$ cat src/rtl/weight_loader.sv
// Drains a coefficient stream into a KERN_SIZE-deep register bank and holds the full kernel until released.
// Optional running signed sum of the kernel is enabled by defining WEIGHT_LOADER_SUM_EN.
module weight_loader #(
    parameter int DATA_WIDTH = 16,
    parameter int KERN_SIZE  = 9
) (
    input  logic                            ap_clk,
    input  logic                            ap_rst_n,
    input  logic [DATA_WIDTH-1:0]           input_V_dout,
    input  logic                            input_V_empty_n,
    output logic                            input_V_read,
    output logic [KERN_SIZE*DATA_WIDTH-1:0] weights_flat,
    output logic                            weights_valid,
    input  logic                            weights_release
`ifdef WEIGHT_LOADER_SUM_EN
    ,
    output logic signed [DATA_WIDTH+$clog2(KERN_SIZE)-1:0] weights_sum
`endif
);

    localparam int IDX_W = $clog2(KERN_SIZE);

    typedef enum logic {
        S_LOAD  = 1'b0,
        S_READY = 1'b1
    } state_t;

    state_t           r_state;
    logic [IDX_W-1:0] r_idx;
    logic             r_valid;
    logic             w_pop;
    logic             w_last;

    // Pop strobe follows empty_n combinationally so a word is taken every cycle the FIFO has one.
    assign w_pop         = (r_state == S_LOAD) && input_V_empty_n;
    assign w_last        = (r_idx == IDX_W'(KERN_SIZE - 1));
    assign input_V_read  = w_pop;
    assign weights_valid = r_valid;

    always_ff @(posedge ap_clk or negedge ap_rst_n) begin
        if (!ap_rst_n) begin
            r_state <= S_LOAD;
            r_idx   <= '0;
            r_valid <= 1'b0;
        end else begin
            case (r_state)
                S_LOAD: begin
                    if (w_pop) begin
                        if (w_last) begin
                            r_idx   <= '0;
                            r_state <= S_READY;
                            r_valid <= 1'b1;
                        end else begin
                            r_idx <= r_idx + IDX_W'(1);
                        end
                    end
                end
                S_READY: begin
                    if (weights_release) begin
                        r_state <= S_LOAD;
                        r_valid <= 1'b0;
                    end
                end
                default: begin
                    r_state <= S_LOAD;
                    r_idx   <= '0;
                    r_valid <= 1'b0;
                end
            endcase
        end
    end

    // Bank is never cleared on release; a reload overwrites each slot as its word arrives.
    for (genvar k = 0; k < KERN_SIZE; k++) begin : g_bank
        logic [DATA_WIDTH-1:0] r_coeff;

        always_ff @(posedge ap_clk or negedge ap_rst_n) begin
            if (!ap_rst_n) begin
                r_coeff <= '0;
            end else if (w_pop && (r_idx == IDX_W'(k))) begin
                r_coeff <= input_V_dout;
            end
        end

        assign weights_flat[k*DATA_WIDTH +: DATA_WIDTH] = r_coeff;
    end

`ifdef WEIGHT_LOADER_SUM_EN
    localparam int SUM_W = DATA_WIDTH + IDX_W;

    logic signed [SUM_W-1:0] r_sum;
    logic signed [SUM_W-1:0] w_dout_ext;

    assign w_dout_ext  = {{(SUM_W-DATA_WIDTH){input_V_dout[DATA_WIDTH-1]}}, input_V_dout};
    assign weights_sum = r_sum;

    // Cleared on every entry into LOAD so the next kernel starts from zero.
    always_ff @(posedge ap_clk or negedge ap_rst_n) begin
        if (!ap_rst_n) begin
            r_sum <= '0;
        end else if ((r_state == S_READY) && weights_release) begin
            r_sum <= '0;
        end else if (w_pop) begin
            r_sum <= r_sum + w_dout_ext;
        end
    end
`endif

endmodule
$ cat config.mk
export PLATFORM = sky130hd
export DESIGN_NAME = weight_loader
export DESIGN_NICKNAME = d
export VERILOG_FILES = /design/src/rtl/weight_loader.sv
export SDC_FILE = /design/constraint.sdc
export NUM_CORES = 1
export LEC_CHECK = 0
export BUFFER_PORTS_ARGS = -buffer_cell sky130_fd_sc_hd__buf_2
export CORE_MARGIN = 2
export CORE_UTILIZATION = 47
export CTS_CLUSTER_DIAMETER = 80
export DETAILED_ROUTE_END_ITERATION = 12
export GPL_TIMING_DRIVEN = 0
export HOLD_SLACK_MARGIN = 0.1
export PLACE_DENSITY = 0.76
export SKIP_LAST_GASP = 1
export SLEW_MARGIN = 20
export SYNTH_ARGS = -nofsm -noshare
export SYNTH_HDL_FRONTEND = slang
export SYNTH_SLANG_ARGS = --single-unit
$ cat constraint.sdc
create_clock -name ap_clk -period 1.8 [get_ports ap_clk]
set_clock_uncertainty 0.05 [all_clocks]
set_input_delay 0.27 -clock ap_clk [delete_from_list [all_inputs] [get_ports ap_clk]]
set_output_delay 0.27 -clock ap_clk [all_outputs]
set_load 0.02 [all_outputs]
==> run metrics, run 1 <==
maximum resistive drop on vdd 0.00101 V; dpl hpwl 8.97 mm; transition time at the pin with the least slew margin 0.450 ns; maximum fanout along the worst path 10; number of standard-cell rows in the floorplan 40; gate count of the mapped netlist 345; kind of cell adding the most delay to the critical path flip-flops; count of vias placed by the detailed router 3,558; combinational group share of total power 41.6%; clock latency at the later pin of the worst-skew pair 0.42 ns; final hold violation count 0; library cells used by synthesis 23; DRC violations left 0; htree depth 4; buffer cell driving the clock tree root clkbuf_16; number of top-level design ports 166; die outline area 13,300 sq um; number of buffers created by CTS 17; number of warning messages in the yosys log 0; fraction of final layout cells sized beyond drive strength 1 68.5%; standby leakage power 3.75 nW; number of max-capacitance violations reported 0; min cycle time layout 1.77 ns; pin count of the biggest net entering global routing 92; wire length of the first global-routing pass 20.4 mm; post-synth net total 369; core outline area 12,000 sq um; worst path bufs/invs 2; sequential cell area fraction in the yosys report 64.7%; initial standard-cell utilization of the core 48.3%; DRT Pass-1 Iters 4; Largest stage delay, worst path 0.53 ns; average wire per cell in the routed design 18.9 um; Remaining Overflow, GRT 0; endpoint class of the critical path flop; Hold WS 0.147 ns; design internal power 9.82 mW; average cell area after synthesis 16.8 sq um; drt total wl 13.2 mm; GRT Total Usage 20.8%; count of state elements after synthesis 150; clock network fraction of total power 21.2%; antenna-violating nets left 0; worst setup margin 0.0329 ns; Inserted Diodes 0; Highest Clock Rate 0.566 GHz; placer congestion estimate 0.730; Total Nets Final 563; Arrival @ worst endpoint 2.02 ns; Pwr per Cell Area 2100 nW/um^2; net switching power 5.99 mW; Post-Place Setup Slack -0.372 ns; first-iteration detailed-routing DRC count 205; share of total power consumed by net switching 37.9%; buffer levels on the longest clock path 2; max-slew violation total from the final report 0; Tightest Hold Check Type input port to flop; clock-pin transition on the worst setup and hold timing paths 0.06 ns; part of the cycle the worst path needs 98.2%; count of input and output buffers 165; critical-path cell with the highest stage delay dfrtp_1; unrepaired setup endpoints after global routing true; number of inserted filler cells in the final layout 944; power share of the sequential group 37.2%; total of endpoints with negative setup slack in the final report 0; Power Total 15.8 mW; via count normalized by instance count 5.09; Die Height 115 um; element type at the critical path start flop; synthesis-to-finish area growth 29.9%; Max-Slew Margin vs Limit 70.0%; antenna violations before repair 0; status finished, final reports clean; number of global-route vias before repair 3,624; mapped cell area 5800 sq um; horizontal extent of the die 115 um; critical path cell sequence nor2b_4, and3_1, buf_6, buf_8, mux2_2; clock tree from TritonCTS yes; clk sinks 150; required time of the worst setup path 2.05 ns; worst setup path class flop to flop
## area by class of cell
class	instances	area, sq um	area share [%]
Inverter	4	15.0	0.199
Clock buffer	20	467	6.19
Tap cell	147	184	2.44
Sequential cell	150	3750	49.8
Buffer	13	150	1.99
Timing Repair Buffer	175	936	12.4
Clock inverter	12	101	1.34
Multi-Input combinational cell	178	1930	25.6
## final timing paths
path	slack (ns)	startpoint	end	cells past startpoint
setup / recovery	0.03	r_idx[2]	g_bank[6].r_coeff[11]	5
max in group asynchronous	0.61	ap_rst_n	g_bank[7].r_coeff[4]	3
hold reg to reg	0.45	g_bank[0].r_coeff[8]	g_bank[0].r_coeff[8]	1
setup reg to reg	0.03	r_idx[2]	g_bank[6].r_coeff[11]	5
min in group asynchronous	0.32	ap_rst_n	g_bank[7].r_coeff[11]	2
hold / removal	0.15	input_V_dout[9]	g_bank[0].r_coeff[9]	2
## logic make-up after synthesis
| kind of cell | synth area share [%] |
|---|---|
| buffers and inverters | 2.48 |
| muxes | 27.9 |
| AOI/OAI and AO/OA | 0.388 |
| DFF | 64.7 |
| xor gates and xnor gates | 0.302 |
| adders and majority gates | 0.862 |
| and+or+nand+nor | 3.36 |
## worst reg2reg max path: cells and delay by family, from the launching register on
family                 cells  cell delay (ns)
and+or+nand+nor            2             0.43
DFF                        1             0.53
buffers and inverters      2             0.31
muxes                      1             0.35
## cells in the final DEF, fill, tap and decap left out, types with 3 or more instances in the layout
cell type | synthesis | layout
buf_2 | 4 | 164
buf_4 | 0 | 9
buf_6 | 7 | 8
buf_8 | 2 | 4
clkbuf_16 | 0 | 17
clkbuf_8 | 0 | 3
clkinv_2 | 0 | 6
dfrtp_1 | 150 | 149
ha_2 | 0 | 3
inv_2 | 0 | 3
mux2_2 | 144 | 144
nand2_1 | 5 | 4
nand3_4 | 4 | 4
o21ai_0 | 3 | 3
## routing by layer
metal	up-vias	wire [um]	part of all wire, %	track usage [%]
met5	-	0	0	0
met4	0	202	1.5	7.47
li1	1616	-	-	-
met1	1806	5460	41	25.7
met3	24	856	6.5	7.38
met2	112	6670	51	34.1
## power groups by stage
stage	clock (mW)	combinational, mW	sequential (mW)
floorplan	0	2.18	7.84
global placement	0	6.35	5.81
detailed placement	0	6.51	5.90
CTS	3.41	6.60	5.87
global route	3.56	7.01	6.08
finish	3.35	6.59	5.88
## through the flow
stage                     TNS, ns  cell area [sq um]  utilization [%]  std cells
after floorplan                 0               5800                -        345
after global placement    -235.09               6810             56.7        657
after detailed placement    -5.10               6850             57.0        658
after CTS                       0               7490             62.4        695
after global routing       -0.320               7540             62.8        699
final                           0               7540             62.8        699
## cells in the mapped netlist
cell type	instances	area [sq um]
nor2b_1	1	6.26
nand3_4	4	70.1
o21ai_0	3	15.0
nand3b_1	1	7.51
buf_8	2	30.0
nand3_1	2	10.0
mux2_2	144	1620
and3_1	2	12.5
nand2_1	5	18.8
and2_1	2	12.5
nor2_1	2	7.51
xnor2_1	2	17.5
inv_1	4	15.0
buf_2	4	20.0
ha_1	4	50.1
nor2b_4	1	13.8
nand2b_1	1	6.26
nor3b_2	1	12.5
dfrtp_1	150	3750
nand3b_2	1	11.3
buf_6	7	78.8
nand4_1	1	6.26
o211ai_1	1	7.51
## registers in the layout, summed over array words and instances, names as in the netlist
signal,count
r_state,1
weights_valid,1
g_bank.r_coeff,144
r_idx,4
## what timing repair did
| action | CTS | global route |
|---|---|---|
| hold buffers | 2 | 0 |
| setup endpoints to repair | 47 | 44 |
| buffers inserted | 3 | 3 |
| gates cloned | 0 | 1 |
| hold endpoints to repair | 61 | 0 |
| pin swaps | 0 | 0 |
| gates resized for setup | 12 | 7 |
Power figures use the tool's default switching activity.
==> run 2, diff against run 1 <==
PLACE_DENSITY = 0.87   (was 0.76)
RECOVER_POWER = 100   (was not set)
==> run 2 against run 1 <==
Net effect: count of clock-buffer cells in the layout unchanged; utilization down 0.83 points; via count up 2.4%; sequential cell count unchanged; combinational power down 1%; largest power group unchanged; critical endpoint is now g_bank[8].r_coeff[0]; highest routed layer unchanged; register-to-register slack about the same.
==> run metrics, run 2 (synthesis gave the netlist of run 1 again) <==
cell total after placement 658 (unchanged); transition time at the pin with the least slew margin 0.843 ns (+0.392 ns); die outline area 13,300 sq um (unchanged); power share of the sequential group 38.3% (+1.1 points); antenna-violating nets left 0 (unchanged); clock network fraction of total power 19.8% (-1.4 points); number of top-level design ports 166 (unchanged); hold path startpoint input_V_dout[9]; net switching power 6.03 mW (+0.64%); average wire per cell in the routed design 19.6 um (+3.7%); worst setup path class flop to flop; Hold WS 0.150 ns (+0.00360 ns); Remaining Overflow, GRT 0 (unchanged); DRC violations left 0 (unchanged); DRT Pass-1 Iters 4 (unchanged); part of the cycle the worst path needs 98.5% (+0.35 points); first-iteration detailed-routing DRC count 160 (-22%); length in cells of the worst reg-to-reg path 6 (+1); number of max-capacitance violations reported 0 (unchanged); antenna violations before repair 0 (unchanged); share of total power consumed by net switching 38.9% (+0.97 points); capturing point of the worst reg2reg path g_bank[8].r_coeff[0]; Die Height 115 um (unchanged); required time of the worst setup path 2.06 ns (about the same); endpoint class of the critical path flop; clock-pin transition on the worst setup and hold timing paths 0.06 ns (about the same); count of input and output buffers 165 (unchanged); number of global-route vias before repair 3,802 (+4.9%); standby leakage power 3.56 nW (-5.2%); clock tree from TritonCTS yes; element type at the critical path start flop; end of the worst hold path g_bank[1].r_coeff[9]; horizontal extent of the die 115 um (unchanged); total of endpoints with negative setup slack in the final report 0 (unchanged); unrepaired setup endpoints after global routing true; count of vias placed by the detailed router 3,644 (+2.4%); htree depth 4 (unchanged); fraction of final layout cells sized beyond drive strength 1 58.5% (-9.9 points); core outline area 12,000 sq um (unchanged); initial standard-cell utilization of the core 48.3% (unchanged); filler-free cell count of the finished design 697 (-0.29%); status finished, final reports clean; combinational group share of total power 41.9% (+0.3 points); register-to-register setup slack 0.03 ns (about the same); dpl hpwl 9.37 mm (+4.5%); max-slew violation total from the final report 0 (unchanged); pin count of the biggest net entering global routing 90 (-2.2%); registers with the highest flip-flop counts g_bank.r_coeff: 144 flops, r_idx: 4 flops; number of buffers created by CTS 17 (unchanged); most used cells in the layout excluding fill and tap cells 148 x dfrtp_1, 144 x mux2_2, 108 x buf_2; maximum fanout along the worst path 5 (-5); min cycle time layout 1.77 ns (+0.00633 ns); placer congestion estimate 0.853 (+17%); final hold violation count 0 (unchanged); maximum resistive drop on vdd 0.00109 V (+8.6%); commonest non-fill, non-tap cell in the layout dfrtp_1; Inserted Diodes 0 (unchanged); number of flip-flops under the largest register name 144 (unchanged); number of standard-cell rows in the floorplan 40 (unchanged); startpoint of the worst-slack reg-to-reg timing path r_idx[0]; drt total wl 13.6 mm (+3.4%); clock latency at the later pin of the worst-skew pair 0.42 ns (about the same); Highest Clock Rate 0.564 GHz (-0.36%); register containing the most flip-flops in the final layout g_bank.r_coeff; Pwr per Cell Area 2090 nW/um^2 (-0.54%); clk sinks 150 (unchanged); wire length of the first global-routing pass 21.0 mm (+3.0%); via count normalized by instance count 5.23 (+2.7%); synthesis-to-finish area growth 28.2%; buffer levels on the longest clock path 2 (unchanged); Max-Slew Margin vs Limit 43.8% (-26 points); Power Total 15.5 mW (-1.9%); design internal power 9.49 mW (-3.4%); Total Nets Final 564 (+0.18%); buffer cell driving the clock tree root clkbuf_16; Arrival @ worst endpoint 2.03 ns (about the same); Tightest Hold Check Type input port to flop; Worst Hold Path Cells 2 (unchanged); GRT Total Usage 21.6% (+0.78 points)
run 2: cell count changes in the layout (fill, tap and decap cells not counted), sizes merged:
cell / previous run / this run
clkbuf: 20 / 77
buf: 186 / 130
bufinv: 1 / 0
clkinv: 8 / 7
inv: 5 / 4
run 2: metrics by stage:
stage                     area [sq um]  setup TNS [ns]  util, %  setup slack [ns]
after global routing              7440          -0.769     61.9           -0.0510
after floorplan                   5800               0        -            0.0104
final                             7440               0     61.9            0.0266
after CTS                         7450               0     62.0           0.00667
after detailed placement          6850           -6.00     57.0            -0.398
after global placement            6810         -227.87     56.7             -1.51
run 2: worst max path at each step:
stage | endpoint | start | depth (start not counted) | slack (ns)
3_3_place_gp | g_bank[4].r_coeff[2] | ap_rst_n | 1 | -1.51
6_report | g_bank[8].r_coeff[0] | r_idx[0] | 6 | 0.03
2_1_floorplan | g_bank[0].r_coeff[10] | r_idx[0] | 6 | 0.01
4_1_cts | g_bank[8].r_coeff[1] | r_idx[0] | 6 | 0.007
3_5_place_dp | g_bank[0].r_coeff[7] | r_idx[0] | 6 | -0.40
5_1_grt | g_bank[8].r_coeff[0] | r_idx[0] | 6 | -0.05
run 2: repair_timing:
action / CTS / global route
cloned: 0 / 2
endpoints found under the setup margin: 60 / 63
setup buffers: 5 / 2
hold buffers: 2 / 0
resized for setup: 12 / 12
hold endpoints to repair: 63 / 0
run 2: worst max-delay path, cell delays in order (launching register included):
cell,delay (ns)
dfrtp_2,0.44
inv_2,0.11
ha_2,0.24
nor2b_4,0.18
nand3_2,0.14
buf_4,0.22
mux2_2,0.27
run 2: power groups by stage:
stage	clock, mW	combinational, mW	sequential, mW
after floorplan	0	2.18	7.84
after global placement	0	6.32	5.80
after detailed placement	0	6.53	5.95
after CTS	3.15	6.64	5.91
after global routing	3.30	6.91	6.15
final	3.08	6.50	5.95
run 2: layout make-up:
cell class / count / area, sq um
fill: 957 / 4570
tap: 147 / 184
clock inverter: 9 / 57.6
buffer: 12 / 139
inverter: 4 / 15.0
multi-input combinational: 178 / 1940
sequential: 150 / 3760
clock buffer: 20 / 457
timing repair buffer: 177 / 895
run 2: layer usage:
layer / wire length (um) / vias to the layer above / global-route usage, %
met3: 602 / 25 / 6.27
met5: 0 / - / 0
met2: 7000 / 109 / 35.2
met1: 5740 / 1886 / 26.8
met4: 300 / 0 / 10.1
li1: - / 1624 / -
